File: src/rtl/reset_seq_pkg.sv
// Shared definitions for the reset sequencer: FSM state encoding, reset-cause
// codes and a small helper describing the legal release ordering of domains.
package reset_seq_pkg;

    // Sequencer states (3-bit encoding shared with software-visible debug)
    typedef enum logic [2:0] {
        S_SYNC   = 3'd0,
        S_BUS    = 3'd1,
        S_PERIPH = 3'd2,
        S_CPU    = 3'd3,
        S_RUN    = 3'd4,
        S_SOFT   = 3'd5
    } state_t;

    // Cause of the most recent reset, as reported on rst_cause
    localparam logic [1:0] RST_CAUSE_POR  = 2'b00;
    localparam logic [1:0] RST_CAUSE_LOCK = 2'b01;
    localparam logic [1:0] RST_CAUSE_SOFT = 2'b10;
    localparam logic [1:0] RST_CAUSE_RSVD = 2'b11;

    // A later domain may only be out of reset when every earlier one is too.
    // Arguments are the active-low resets, so 1 means "released".
    function automatic logic order_ok(input logic bus_n,
                                      input logic periph_n,
                                      input logic cpu_n);
        logic ok;
        ok = 1'b1;
        if (periph_n && !bus_n) begin
            ok = 1'b0;
        end else if (cpu_n && !periph_n) begin
            ok = 1'b0;
        end else begin
            ok = 1'b1;
        end
        return ok;
    endfunction

endpackage

File: src/rtl/reset_seq_chk.sv
// Run-time checks for the reset sequencer outputs. Holds no design state;
// it only observes the registered outputs of reset_seq.
module reset_seq_chk
    import reset_seq_pkg::*;
(
    input logic       clk,
    input logic       reset,
    input logic       bus_reset_,
    input logic       periph_reset_,
    input logic       cpu_reset_,
    input logic       rst_done,
    input logic [1:0] rst_cause
);

    // Domains must never come out of reset ahead of their predecessor
    a_order: assert property (@(posedge clk) disable iff (!reset)
        order_ok(bus_reset_, periph_reset_, cpu_reset_))
        else $error("reset_seq_chk: release order violated");

    // rst_done tracks the last domain release exactly
    a_done: assert property (@(posedge clk) disable iff (!reset)
        (rst_done == cpu_reset_))
        else $error("reset_seq_chk: rst_done inconsistent with cpu_reset_");

    // The reserved cause code is never produced
    a_cause: assert property (@(posedge clk) disable iff (!reset)
        (rst_cause != RST_CAUSE_RSVD))
        else $error("reset_seq_chk: reserved reset cause reported");

endmodule

File: src/rtl/reset_seq_sync_ff.sv
// Multi-flop synchroniser with asynchronous active-low clear. Used both for
// reset-deassert synchronisation (input tied high) and for the DCM lock.
module reset_seq_sync_ff #(
    parameter int STAGES = 2
) (
    input  logic clk,
    input  logic rst_n,
    input  logic d_i,
    output logic q_o
);

    logic [STAGES-1:0] chain_q;

    // Shift the asynchronous input through the chain; clear on reset
    always_ff @(posedge clk or negedge rst_n) begin
        if (!rst_n) begin
            chain_q <= {STAGES{1'b0}};
        end else begin
            chain_q <= {chain_q[STAGES-2:0], d_i};
        end
    end

    assign q_o = chain_q[STAGES-1];

endmodule

File: src/rtl/reset_seq.sv
// Reset sequencer: synchronises chip reset release and DCM lock to clk, then
// releases bus, peripheral and CPU resets in order with a fixed gap between
// them. Lock loss and CPU soft-reset requests restart the sequence, and the
// cause of the last reset is kept for software.
module reset_seq
    import reset_seq_pkg::*;
#(
    parameter int SYNC_STAGES = 2,
    parameter int STAGE_DLY   = 16,
    parameter int SOFT_HOLD   = 8,
    parameter int CNT_W       = 8
) (
    input  logic       clk,
    input  logic       reset,
    input  logic       locked,
    input  logic       soft_rst_req,
    output logic       bus_reset_,
    output logic       periph_reset_,
    output logic       cpu_reset_,
    output logic       rst_done,
    output logic [1:0] rst_cause
);

    localparam logic [CNT_W-1:0] CNT_ZERO   = {CNT_W{1'b0}};
    localparam logic [CNT_W-1:0] CNT_ONE    = {{(CNT_W-1){1'b0}}, 1'b1};
    localparam logic [CNT_W-1:0] STAGE_LAST = CNT_W'(STAGE_DLY - 1);
    localparam logic [CNT_W-1:0] SOFT_LAST  = CNT_W'(SOFT_HOLD - 1);

    logic             rst_s;
    logic             locked_s;
    logic             lock_lost_s;
    logic [CNT_W-1:0] cnt_d;

    state_t           state_q;
    logic [CNT_W-1:0] cnt_q;
    logic             bus_n_q;
    logic             periph_n_q;
    logic             cpu_n_q;
    logic             done_q;
    logic [1:0]       cause_q;

    // Reset deassertion synchroniser: fills with ones after reset rises
    reset_seq_sync_ff #(
        .STAGES (SYNC_STAGES)
    ) u_rst_sync (
        .clk   (clk),
        .rst_n (reset),
        .d_i   (1'b1),
        .q_o   (rst_s)
    );

    // DCM lock synchroniser
    reset_seq_sync_ff #(
        .STAGES (SYNC_STAGES)
    ) u_lock_sync (
        .clk   (clk),
        .rst_n (reset),
        .d_i   (locked),
        .q_o   (locked_s)
    );

    // Next counter value and lock-loss detection outside the wait state
    always_comb begin
        cnt_d       = cnt_q + CNT_ONE;
        lock_lost_s = 1'b0;
        if ((state_q != S_SYNC) && !locked_s) begin
            lock_lost_s = 1'b1;
        end else begin
            lock_lost_s = 1'b0;
        end
    end

    // Sequencer FSM with registered domain resets, done flag and cause
    always_ff @(posedge clk or negedge reset) begin
        if (!reset) begin
            state_q    <= S_SYNC;
            cnt_q      <= CNT_ZERO;
            bus_n_q    <= 1'b0;
            periph_n_q <= 1'b0;
            cpu_n_q    <= 1'b0;
            done_q     <= 1'b0;
            cause_q    <= RST_CAUSE_POR;
        end else if (lock_lost_s) begin
            // Lock loss outranks everything, including a same-cycle soft request
            state_q    <= S_SYNC;
            cnt_q      <= CNT_ZERO;
            bus_n_q    <= 1'b0;
            periph_n_q <= 1'b0;
            cpu_n_q    <= 1'b0;
            done_q     <= 1'b0;
            cause_q    <= RST_CAUSE_LOCK;
        end else begin
            case (state_q)
                S_SYNC: begin
                    cnt_q <= CNT_ZERO;
                    if (rst_s && locked_s) begin
                        state_q <= S_BUS;
                    end else begin
                        state_q <= S_SYNC;
                    end
                end
                S_BUS: begin
                    if (cnt_q == STAGE_LAST) begin
                        bus_n_q <= 1'b1;
                        cnt_q   <= CNT_ZERO;
                        state_q <= S_PERIPH;
                    end else begin
                        cnt_q   <= cnt_d;
                    end
                end
                S_PERIPH: begin
                    if (cnt_q == STAGE_LAST) begin
                        periph_n_q <= 1'b1;
                        cnt_q      <= CNT_ZERO;
                        state_q    <= S_CPU;
                    end else begin
                        cnt_q      <= cnt_d;
                    end
                end
                S_CPU: begin
                    if (cnt_q == STAGE_LAST) begin
                        cpu_n_q <= 1'b1;
                        done_q  <= 1'b1;
                        cnt_q   <= CNT_ZERO;
                        state_q <= S_RUN;
                    end else begin
                        cnt_q   <= cnt_d;
                    end
                end
                S_RUN: begin
                    if (soft_rst_req) begin
                        bus_n_q    <= 1'b0;
                        periph_n_q <= 1'b0;
                        cpu_n_q    <= 1'b0;
                        done_q     <= 1'b0;
                        cause_q    <= RST_CAUSE_SOFT;
                        cnt_q      <= CNT_ZERO;
                        state_q    <= S_SOFT;
                    end else begin
                        cnt_q      <= CNT_ZERO;
                    end
                end
                S_SOFT: begin
                    if (cnt_q == SOFT_LAST) begin
                        cnt_q   <= CNT_ZERO;
                        state_q <= S_BUS;
                    end else begin
                        cnt_q   <= cnt_d;
                    end
                end
                default: begin
                    // Unreachable encodings fall back to a safe, fully reset state
                    state_q    <= S_SYNC;
                    cnt_q      <= CNT_ZERO;
                    bus_n_q    <= 1'b0;
                    periph_n_q <= 1'b0;
                    cpu_n_q    <= 1'b0;
                    done_q     <= 1'b0;
                end
            endcase
        end
    end

    assign bus_reset_    = bus_n_q;
    assign periph_reset_ = periph_n_q;
    assign cpu_reset_    = cpu_n_q;
    assign rst_done      = done_q;
    assign rst_cause     = cause_q;

    reset_seq_chk u_chk (
        .clk           (clk),
        .reset         (reset),
        .bus_reset_    (bus_n_q),
        .periph_reset_ (periph_n_q),
        .cpu_reset_    (cpu_n_q),
        .rst_done      (done_q),
        .rst_cause     (cause_q)
    );

endmodule

File: config.mk
export PLATFORM = sky130hd
export DESIGN_NAME = reset_seq
export DESIGN_NICKNAME = d
export VERILOG_FILES = /design/src/rtl/reset_seq_pkg.sv /design/src/rtl/reset_seq_chk.sv /design/src/rtl/reset_seq_sync_ff.sv /design/src/rtl/reset_seq.sv
export SDC_FILE = /design/constraint.sdc
export NUM_CORES = 1
export LEC_CHECK = 0
export CELL_PAD_IN_SITES_DETAIL_PLACEMENT = 1
export CELL_PAD_IN_SITES_GLOBAL_PLACEMENT = 2
export CORE_ASPECT_RATIO = 0.5
export CORE_MARGIN = 2
export CORE_UTILIZATION = 29
export DETAILED_ROUTE_END_ITERATION = 8
export GPL_TIMING_DRIVEN = 0
export HOLD_SLACK_MARGIN = 0.12
export MAX_ROUTING_LAYER = met4
export PLACE_DENSITY_LB_ADDON = 0.1
export SLEW_MARGIN = 20
export SYNTH_ARGS = -nofsm -noshare
export SYNTH_HDL_FRONTEND = slang
export SYNTH_HIERARCHICAL = 1
export SYNTH_SLANG_ARGS = --single-unit
File: constraint.sdc
create_clock -name clk -period 3.57 [get_ports clk]
set_clock_uncertainty 0.2 [all_clocks]
set_input_delay 0.5355 -clock clk [delete_from_list [all_inputs] [get_ports clk]]
set_output_delay 0.5355 -clock clk [all_outputs]
set_load 0.02 [all_outputs]
== Word level (Yosys, flattened, before mapping) ==
Cells that the tools add are included.
Word-level totals
  output and inout bits: 6
  input bits: 4
  word-level logic and storage cells: 64
  register bits: 20
Cells by class
  $add $sub $neg: 1
  reduce and logical (&&, ||, !) cells: 16
  eq/ne operators: 15
  muxes and demuxes: 24
Operator list (number)
  $mux 8: 3
  $mux 3: 6
  $pmux 3 s6: 1
  $pmux 8 s2: 1
  $ne 3x3->1 const B: 5
  $reduce_or 4->1: 3
  $pmux 1 s3: 3
  $reduce_and 3->1: 3
  $add 8x1->8 const B: 1
  $eq 8x3->1 const B: 1
  $eq 8x4->1 const B: 1
  $mux 1: 7
  $eq 3x2->1 const B: 2
  $eq 3x3->1 const B: 2
  $mux 2: 3
  $ne 2x1->1 const B: 3
  $reduce_and 5->1: 1
  $reduce_bool 2->1: 2
  $eq 3x1->1 const B: 1
  $logic_not 3->1: 1
  $reduce_bool 3->1: 1
  $reduce_or 3->1: 1
  $logic_and 1x1->1: 2
  $reduce_and 2->1: 1
  $logic_not 1->1: 1

== Depth between registers and ports, before layout ==
Gate-level depths: netlist (run 1).
  word-level depth: 5
  mapped depth: 5

== Cells and area by module ==
Netlist (run 1), hierarchy kept.
By module, submodules not included
  reset_seq: instances 1, sequential area each 400.4 sq um, area each 888.4 sq um, cells an instance 95
  reset_seq_sync_ff: instances 2, sequential area each 50.0 sq um, area each 50.0 sq um, cells an instance 2

== Worst setup path before layout (run 1) ==
OpenSTA, ideal clock, no wires.
  path type: register to register
  from: reg cnt_q[0]
  to: reg state_q[0]
  stages on the path, launching flop included: 6
  setup slack: 1.807 ns
  path buffers: 0
  arrival: 1.484 ns
  data required time: 3.291 ns
  path through: dfrtp_1 ha_1 nor2b_1 nand3_1 a21oi_2 mux2i_1
Between the ends
  longest elaborated chain between the ends: 3
RTL lines
  start, declared: RTL line reset_seq.sv:35  | logic [CNT_W-1:0] cnt_q;
  start signal, assigned: RTL line reset_seq.sv:108  | cnt_q <= cnt_d;
  start signal, assigned: RTL line reset_seq.sv:117  | cnt_q <= cnt_d;
  start signal, assigned: RTL line reset_seq.sv:127  | cnt_q <= cnt_d;
  $eq 8x3->1 or $eq 8x4->1 (tied branches)
  $ne 3x3->1 (no line)
  $reduce_and 5->1 (no line) *
  end signal, assigned: RTL line reset_seq.sv:138  | state_q <= S_SOFT;
  end signal, assigned: RTL line reset_seq.sv:146  | state_q <= S_BUS;
  end signal, assigned: RTL line reset_seq.sv:153  | state_q <= S_SYNC;
  end, declared: RTL line reset_seq.sv:34  | state_t state_q;
Mark *: on every way between the ends. The rest lies on a longest branch, timed or not.
A chain may end at the register's enable or synchronous reset.

== Worst setup path after layout (run 1) ==
Ends and elaborated chain as after synthesis.

==> impl_metrics.json, run 1 <==
{
  "status": "finished clean",
  "cts_tree": "built",
  "synthCells": 99,
  "n_antenna_cell": 0,
  "place_hpwl_mm": 1.58,
  "io_buffers": 9,
  "yosys.area_share.adder": 0.0253,
  "synth_top_family_by_area": "simple AND/OR/NAND/NOR gates",
  "routed_wl_mm": 2.15,
  "drc": 0,
  "gr-total-overflow": 0,
  "power_frac_clock": 0.406,
  "post_cts_buffers": 0,
  "fmax_ghz": 0.475,
  "drive_above_1_share": 0.0893,
  "grt_max_degree": 21,
  "final.setup.worst_slack_ns": 1.47,
  "critPathMaxFanout": 9,
  "die_h_microns": 45.3,
  "syn_avg_cell_area_sq_um": 9.98,
  "synth_compound_area_frac": 0.111,
  "yosysWarnings": 6,
  "grt_first_pass_wirelength_mm": 3.92,
  "final_nets": 119,
  "synth_edf_count": 0,
  "p_leak_nw": 0.524,
  "slew_headroom": 0.362,
  "yosys-top-cells-count": "dfrtp_1, nor2_1, inv_1, a21oi_1, nand3_1",
  "detail-route-antenna-nets": 0,
  "period_share": 0.590,
  "netlist_area_sq_um": 988,
  "synth_area_leader_cell": "dfrtp_1",
  "insertion_delay_ns": 0.26,
  "vias_per_cell": 4.99,
  "wire_per_inst_microns": 14.1,
  "via_count": 759,
  "power_density_nw_per_um2": 366,
  "finalHoldViolations": 0,
  "p_int_w": 0.000337,
  "wl_met1_mm": 1.08,
  "async_flop_share": 1.00,
  "muxShareOfSynthArea": 0.0101,
  "dr.max_layer_used": "met4",
  "p_sw_w": 0.0000968,
  "die_w_microns": 86.6,
  "pre_cts_slack_ns": 1.44,
  "core.rowCount": 14,
  "rrSetupSlack_ns": 1.47,
  "ir_drop_v": 0.000127,
  "gp_congestion": 0.786,
  "utilization": 0.380,
  "holdBufCountCts": 0,
  "ios": 10,
  "comb_power_share": 0.056,
  "slew_viol_final": 0,
  "synth_seq_cells": 20,
  "worstSetupStartpointType": "register",
  "worstMarginPinSlew_ns": 0.953,
  "clkSlewWorstSetupHoldPaths_ns": 0.08,
  "drt-initial-drc-count": 24,
  "synth.most_common_cell": "dfrtp_1",
  "cts.sinks": 20,
  "tns_ns": 0,
  "setup_viol_count_final": 0,
  "cts_resized": 0,
  "wl_met3_microns": 94,
  "synth-simple-area-share": 0.234,
  "cp.required_ns": 3.56,
  "cts-root-buf": "clkbuf_8",
  "crit_type": "reg -> reg",
  "switching_share": 0.223,
  "yosysUniqueCellTypes": 34,
  "synthesis.nets": 105,
  "fillers": 359,
  "numCtsBuffers": 3,
  "dr.pass1.iters": 4,
  "clockBufferDepth": 2,
  "power.share.sequential": 0.539,
  "area.growth.synth_to_final_pct": 19.7,
  "synthXorXnorAreaFrac": 0.0620,
  "dr_wl_met2_microns": 957,
  "ff_latch_area_sq_um": 500,
  "synthFlopType": "dfrtp_1",
  "core_region_area_sq_um": 3120,
  "grt_antenna_before_repair": 0,
  "multiInputGateArea_sq_um": 442,
  "cap_violations": 0,
  "grt_use_total": 0.139,
  "cp-end-kind": "register",
  "start_util": 0.317,
  "yosysSeqAreaShare": 0.506,
  "die_area_sq_um": 3920,
  "grt_pass1_vias": 797,
  "rsz0062_at_grt": "false",
  "hp-class": "reg -> reg",
  "worstPathArrival_ns": 2.09,
  "yosysTopAreaCellShare": 0.506,
  "synth_area_leaders": "dfrtp_1, nor2_1, xor2_1",
  "cts.htree.levels": 1,
  "period_minus_slack_ns": 2.10
}
-- worst max-delay path: stages, from the launching register on --
cell and delay, ns:
dfrtp_1 0.44, ha_1 0.19, nor2b_1 0.32, nand3_1 0.19, a21oi_2 0.46, mux2i_1 0.23
-- final cells by class --
type                       instances  share of cell area
buffer                             4              0.0169
clock buffer                       4              0.0465
inverter                           7              0.0222
multi-input combinational         68               0.373
sequential                        20               0.423
tap                               40              0.0423
timing repair buffer               9              0.0761
-- flip-flops by register name, indices dropped and copies added, names as in the netlist --
register,count
bus_reset_,1
cnt_q,8
periph_reset_,1
rst_cause,2
rst_done,1
state_q,3
u_lock_sync/chain_q,2
u_rst_sync/chain_q,2
-- worst paths after layout --
kind | start | cells after the start | to
min in group asynchronous | reset | 1 | cnt_q[4]
worst max register to register | cnt_q[0] | 5 | state_q[0]
worst min-delay path | u_rst_sync/chain_q[0] | 0 | u_rst_sync/chain_q[1]
max in group asynchronous | reset | 1 | bus_reset_
worst min register to register | u_rst_sync/chain_q[0] | 0 | u_rst_sync/chain_q[1]
worst max-delay path | cnt_q[0] | 5 | state_q[0]
-- stage by stage --
step	total power (W)	cell area [sq um]	hold WS (ns)	instances
after floorplan	0.000249	988	0.0399	99
after global placement	0.000261	1130	0.132	148
after detailed placement	0.000263	1130	0.136	148
after CTS	0.000442	1180	0.154	152
after global routing	0.000459	1180	0.173	152
final	0.000433	1180	0.150	152
-- placed cells by master (no fill, tap or decap), types with 2 or more instances in the layout --
cell / n
clkbuf_1: 2
o21ai_0: 4
nor2b_1: 2
and3_1: 3
xor2_1: 5
inv_1: 7
dfrtp_1: 20
a21oi_1: 6
nor2_1: 13
or3_1: 2
a31oi_1: 2
xnor2_1: 2
ha_1: 2
clkbuf_8: 4
nand3_1: 6
clkdlybuf4s50_1: 9
nor3_1: 4
-- cells by family (layout without fill, tap and decap cells) --
logic type	Yosys count	count (layout)
other	1	1
XOR/XNOR	7	7
flip-flops	20	20
AND/OR/NAND/NOR	39	39
multiplexers	1	1
buffers and inverters	11	24
AO/OA/AOI/OAI	18	18
adder cells (fa/ha/maj)	2	2
-- metal layers --
metal | global-route usage | up-vias
li1 | - | 364
met1 | 0.176 | 381
met2 | 0.220 | 12
met3 | 0.0494 | 2
met4 | 0.0281 | 0
met5 | - | -
-- power groups by stage --
stage | logic [W] | registers [W] | clock network, W
after floorplan | 0.0000126 | 0.000237 | 0
after global placement | 0.0000234 | 0.000238 | 0
after detailed placement | 0.0000249 | 0.000238 | 0
after CTS | 0.0000249 | 0.000233 | 0.000184
after global routing | 0.0000277 | 0.000234 | 0.000198
final | 0.0000241 | 0.000233 | 0.000176
(Power assumes the default switching activity.)
==> inputs of run 2 (changes only) <==
==> constraint.sdc (replaced) <==
create_clock -name clk -period 1.8 [get_ports clk]
set_clock_uncertainty 0.2 [all_clocks]
set_input_delay 0.27 -clock clk [delete_from_list [all_inputs] [get_ports clk]]
set_output_delay 0.27 -clock clk [all_outputs]
set_load 0.02 [all_outputs]
==> run 2 against run 1 <==
Global-route usage is 0.67 points higher. Die area stayed put. Routed wire length is 11% higher. Sequential cell count stayed put. Core utilization is 3.8 points higher. Maximum frequency is 19% higher. First-iteration DRC count is 8.3% higher. Critical path depth stayed put. Final area is 9.9% higher. Sequential share of layout area is 3.7 points lower. Critical path type unchanged. Highest routed layer unchanged.
==> impl_metrics.json, run 2 (same netlist as run 1, synthesis figures left out) <==
{
  "period_minus_slack_ns": 1.77,
  "grt_pass1_vias": 810,
  "core.rowCount": 14,
  "area.growth.synth_to_final_pct": 31.6,
  "cp.required_ns": 1.80,
  "n_antenna_cell": 0,
  "hold_slack_ns": 0.150,
  "gp_congestion": 0.786,
  "ir_drop_v": 0.000254,
  "cts-root-buf": "clkbuf_8",
  "insertion_delay_ns": 0.26,
  "place_inst": 148,
  "largest_register_ffs": 8,
  "cts.sinks": 20,
  "worstPathArrival_ns": 1.76,
  "grt_max_degree": 21,
  "top_register": "cnt_q",
  "drt-initial-drc-count": 26,
  "ff_latch_area_sq_um": 502,
  "tns_ns": 0,
  "top_regs": "cnt_q x8, state_q x3",
  "grt_antenna_before_repair": 0,
  "via_count": 807,
  "clkSlewWorstSetupHoldPaths_ns": 0.08,
  "numCtsBuffers": 3,
  "power_density_nw_per_um2": 672,
  "cap_violations": 0,
  "worstMarginPinSlew_ns": 0.947,
  "die_area_sq_um": 3920,
  "worstSetupStartpointType": "register",
  "crit_type": "reg -> reg",
  "cts_tree": "built",
  "slowest_stage": "dfrtp_2",
  "setup_viol_count_final": 0,
  "gr-total-overflow": 0,
  "status": "finished clean",
  "slew_viol_final": 0,
  "utilization": 0.417,
  "pre_cts_slack_ns": -0.333,
  "crit_family": "simple AND/OR/NAND/NOR gates",
  "fin_cells": 160,
  "routed_wl_mm": 2.38,
  "die_w_microns": 86.6,
  "hp-class": "reg -> reg",
  "core_region_area_sq_um": 3120,
  "drive_above_1_share": 0.208,
  "finalHoldViolations": 0,
  "cp-end-kind": "register",
  "die_h_microns": 45.3,
  "ios": 10,
  "start_util": 0.317,
  "wire_per_inst_microns": 14.9,
  "fmax_ghz": 0.565,
  "slew_headroom": 0.367,
  "multiInputGateArea_sq_um": 484,
  "critPathMaxFanout": 5,
  "dr.pass1.iters": 4,
  "io_buffers": 9,
  "cp_num_buf_inv": 1,
  "period_share": 0.983,
  "grt_first_pass_wirelength_mm": 4.09,
  "cp_cell_sequence": "nor4b_4, buf_4, nand4_4, or3b_4, a21oi_2",
  "fillers": 357,
  "place_hpwl_mm": 1.58,
  "final_nets": 127,
  "mostFrequentLayoutCell": "dfrtp_1",
  "cts.htree.levels": 1,
  "holdBufCountCts": 0,
  "detail-route-antenna-nets": 0,
  "clockBufferDepth": 2,
  "grt_use_total": 0.146,
  "slowest_delay_ns": 0.43,
  "final.setup.worst_slack_ns": 0.0306,
  "p_leak_nw": 0.600,
  "final_cell_mix": "dfrtp_1, nor2_1, buf_4, inv_1, clkdlybuf4s50_1",
  "drc": 0,
  "vias_per_cell": 5.04
}
run 2: cell type report:
cell class / count / area share
well taps: 40 / 0.0385
repair buffers: 17 / 0.126
flip-flops and latches: 20 / 0.386
multi-input cells: 68 / 0.372
clock buffers: 4 / 0.0423
plain buffers: 4 / 0.0154
inverters: 7 / 0.0202
run 2: timing repair:
action,4_1_cts,5_1_grt
setup buffers,4,4
pin swaps,2,4
setup endpoints to repair,11,11
gates resized for setup,5,7
run 2: through the flow:
| step | area [sq um] | total power (W) |
|---|---|---|
| after detailed placement | 1130 | 0.000521 |
| final | 1300 | 0.000875 |
| after floorplan | 988 | 0.000495 |
| after global placement | 1130 | 0.000518 |
| after global routing | 1300 | 0.000922 |
| after CTS | 1240 | 0.000884 |
run 2: worst register-to-register path, delay by kind of cell (launching register included):
kind,cells,cell delay (ns)
AOI/OAI and AO/OA,1,0.12
DFF,1,0.43
buffers and inverters,1,0.19
and+or+nand+nor,3,0.77
run 2: layer usage:
metal / wire, microns / global-route usage
met3: 116 / 0.0494
met2: 1180 / 0.237
met1: 1080 / 0.182
met5: 0 / -
met4: 13 / 0.0281
run 2: report_power, final:
part / internal [W] / switching [W]
sequential: 0.000456 / 0.00000528
combinational: 0.0000230 / 0.0000366
clock: 0.000195 / 0.000158
run 2: path summary, 6_finish.rpt:
| kind | slack (ns) | end | start | cells past startpoint |
|---|---|---|---|---|
| worst max-delay path | 0.03 | state_q[2] | cnt_q[5] | 5 |
| min in group asynchronous | 0.33 | cnt_q[4] | reset | 1 |
| worst min-delay path | 0.15 | u_rst_sync/chain_q[1] | u_rst_sync/chain_q[0] | 0 |
| max in group asynchronous | 0.43 | cnt_q[5] | reset | 1 |
| worst min register to register | 0.15 | u_rst_sync/chain_q[1] | u_rst_sync/chain_q[0] | 0 |
| worst max register to register | 0.03 | state_q[2] | cnt_q[5] | 5 |
==> inputs of run 3 (changes only) <==
--- a/config.mk
+++ b/config.mk
@@ -9,7 +9,7 @@
 export CELL_PAD_IN_SITES_GLOBAL_PLACEMENT = 2
 export CORE_ASPECT_RATIO = 0.5
 export CORE_MARGIN = 2
-export CORE_UTILIZATION = 29
+export CORE_UTILIZATION = 31
 export DETAILED_ROUTE_END_ITERATION = 8
 export GPL_TIMING_DRIVEN = 0
 export HOLD_SLACK_MARGIN = 0.12
==> run 3 against run 2 <==
Final cell count grew 1.9%. Critical path depth grew 1. Sequential cell count is the same. Final area increased by 2.1%. Core utilization grew 2.4 points. First-iteration DRC count grew 38%. Critical path type unchanged.
==> impl_metrics.json, run 3 (same netlist as run 1, synthesis figures left out) <==
{
  "cp_num_buf_inv": 2,
  "core.rowCount": 14,
  "detail-route-antenna-nets": 0,
  "numCtsBuffers": 3,
  "p_int_w": 0.000776,
  "die_area_sq_um": 3680,
  "rrSetupSlack_ns": 0.03,
  "cts.htree.levels": 1,
  "drc": 0,
  "cap_violations": 0,
  "grt_use_total": 0.149,
  "worstSetupStartpointType": "register",
  "grt_max_degree": 21,
  "io_buffers": 9,
  "place_inst": 148,
  "gp_congestion": 0.770,
  "gr-total-overflow": 0,
  "area.growth.synth_to_final_pct": 34.4,
  "drive_above_1_share": 0.195,
  "critPathMaxFanout": 8,
  "final_nets": 130,
  "largest_register_ffs": 8,
  "fmax_ghz": 0.566,
  "crit_family": "flip-flops",
  "reg2reg_depth": 6,
  "power_frac_clock": 0.466,
  "via_count": 794,
  "finalHoldViolations": 0,
  "power_density_nw_per_um2": 733,
  "cts-root-buf": "clkbuf_8",
  "core_region_area_sq_um": 3010,
  "top_regs": "cnt_q x8, state_q x3",
  "mostFrequentLayoutCell": "dfrtp_1",
  "routed_wl_mm": 2.40,
  "die_h_microns": 43.9,
  "cp_num_cells": 6,
  "hp-class": "reg -> reg",
  "slew_viol_final": 0,
  "cts_tree": "built",
  "clkSlewWorstSetupHoldPaths_ns": 0.08,
  "comb_power_share": 0.059,
  "grt_antenna_before_repair": 0,
  "rsz0062_at_grt": "true",
  "worstPathArrival_ns": 1.72,
  "switching_share": 0.203,
  "ir_drop_v": 0.000399,
  "grt_pass1_vias": 849,
  "drt-initial-drc-count": 36,
  "slowest_delay_ns": 0.42,
  "place_hpwl_mm": 1.58,
  "vias_per_cell": 4.87,
  "insertion_delay_ns": 0.26,
  "start_util": 0.328,
  "holdPathStages": 0,
  "crit_start": "cnt_q[4]",
  "r2r_end": "cnt_q[6]",
  "holdBufCountCts": 0,
  "cp-endpoint": "cnt_q[6]",
  "period_minus_slack_ns": 1.77,
  "p_leak_nw": 0.605,
  "top_register": "cnt_q",
  "die_w_microns": 83.9,
  "p_sw_w": 0.000198,
  "power_w": 0.000974,
  "power.share.sequential": 0.475,
  "dr.pass1.iters": 4,
  "period_share": 0.982,
  "crit_type": "reg -> reg",
  "clockBufferDepth": 2,
  "worstMarginPinSlew_ns": 0.922,
  "slowest_stage": "dfrtp_1",
  "grt_first_pass_wirelength_mm": 4.02,
  "cp_cell_sequence": "nor4b_4, buf_4, a31oi_4, a21oi_4, buf_12, nor2_1",
  "fin_cells": 163,
  "wire_per_inst_microns": 14.7,
  "cp.required_ns": 1.76,
  "ios": 10,
  "status": "finished clean",
  "n_antenna_cell": 0,
  "rr_startpoint": "cnt_q[4]",
  "final_cell_mix": "dfrtp_1, nor2_1, buf_4, clkdlybuf4s50_1, inv_1",
  "cp-end-kind": "register",
  "setup_viol_count_final": 0,
  "cts.sinks": 20,
  "slew_headroom": 0.383
}
==> run 3: cell type report <==
class                   instances  area, sq um
plain buffers                   4         20.0
clock buffers                   3         41.3
clock inverters                 1         30.0
fillers                       343         1680
inverters                       7         26.3
multi-input cells              68          477
flip-flops and latches         20          500
well taps                      40         50.0
repair buffers                 20          184
==> run 3: how the worst min path moves through the flow <==
stage / startpoint / end / slack (ns)
after floorplan: reset / bus_reset_ / -0.23
after global placement: u_lock_sync/chain_q[0] / u_lock_sync/chain_q[1] / 0.13
final: u_lock_sync/chain_q[0] / u_lock_sync/chain_q[1] / 0.16
after global routing: u_lock_sync/chain_q[0] / u_lock_sync/chain_q[1] / 0.18
after detailed placement: u_lock_sync/chain_q[0] / u_lock_sync/chain_q[1] / 0.15
after CTS: u_lock_sync/chain_q[0] / u_lock_sync/chain_q[1] / 0.17
==> run 3: repair_timing <==
item | CTS | global route
pin swaps | 2 | 4
gates resized for setup | 4 | 3
gates cloned | 0 | 0
buffers inserted | 5 | 6
setup endpoints to repair | 11 | 10
==> run 3: layer usage <==
metal | GRT usage | up-vias | wire, microns
met5 | - | - | 0
met4 | 0.0387 | 0 | 19
met3 | 0.0514 | 4 | 93
met2 | 0.258 | 11 | 1180
met1 | 0.171 | 392 | 1110
li1 | - | 387 | -
==> run 3: power groups by stage <==
stage                     combinational (W)  clock, W  sequential [W]
after floorplan                   0.0000250         0        0.000470
after global placement            0.0000462         0        0.000471
after detailed placement          0.0000486         0        0.000472
after CTS                         0.0000573  0.000470        0.000462
after global routing              0.0000652  0.000488        0.000463
final                             0.0000579  0.000454        0.000462
==> run 3: per-stage QoR <==
| step | setup WS (ns) | TNS, ns | utilization | cell area [sq um] | hold WS [ns] |
|---|---|---|---|---|---|
| after floorplan | 0.0367 | 0 | - | 988 | -0.226 |
| after global placement | -0.228 | -1.45 | 0.375 | 1130 | 0.133 |
| after detailed placement | -0.316 | -2.39 | 0.375 | 1130 | 0.146 |
| after CTS | 0.00800 | 0 | 0.419 | 1260 | 0.165 |
| after global routing | -0.0626 | -0.400 | 0.441 | 1330 | 0.181 |
| final | 0.0325 | 0 | 0.441 | 1330 | 0.158 |
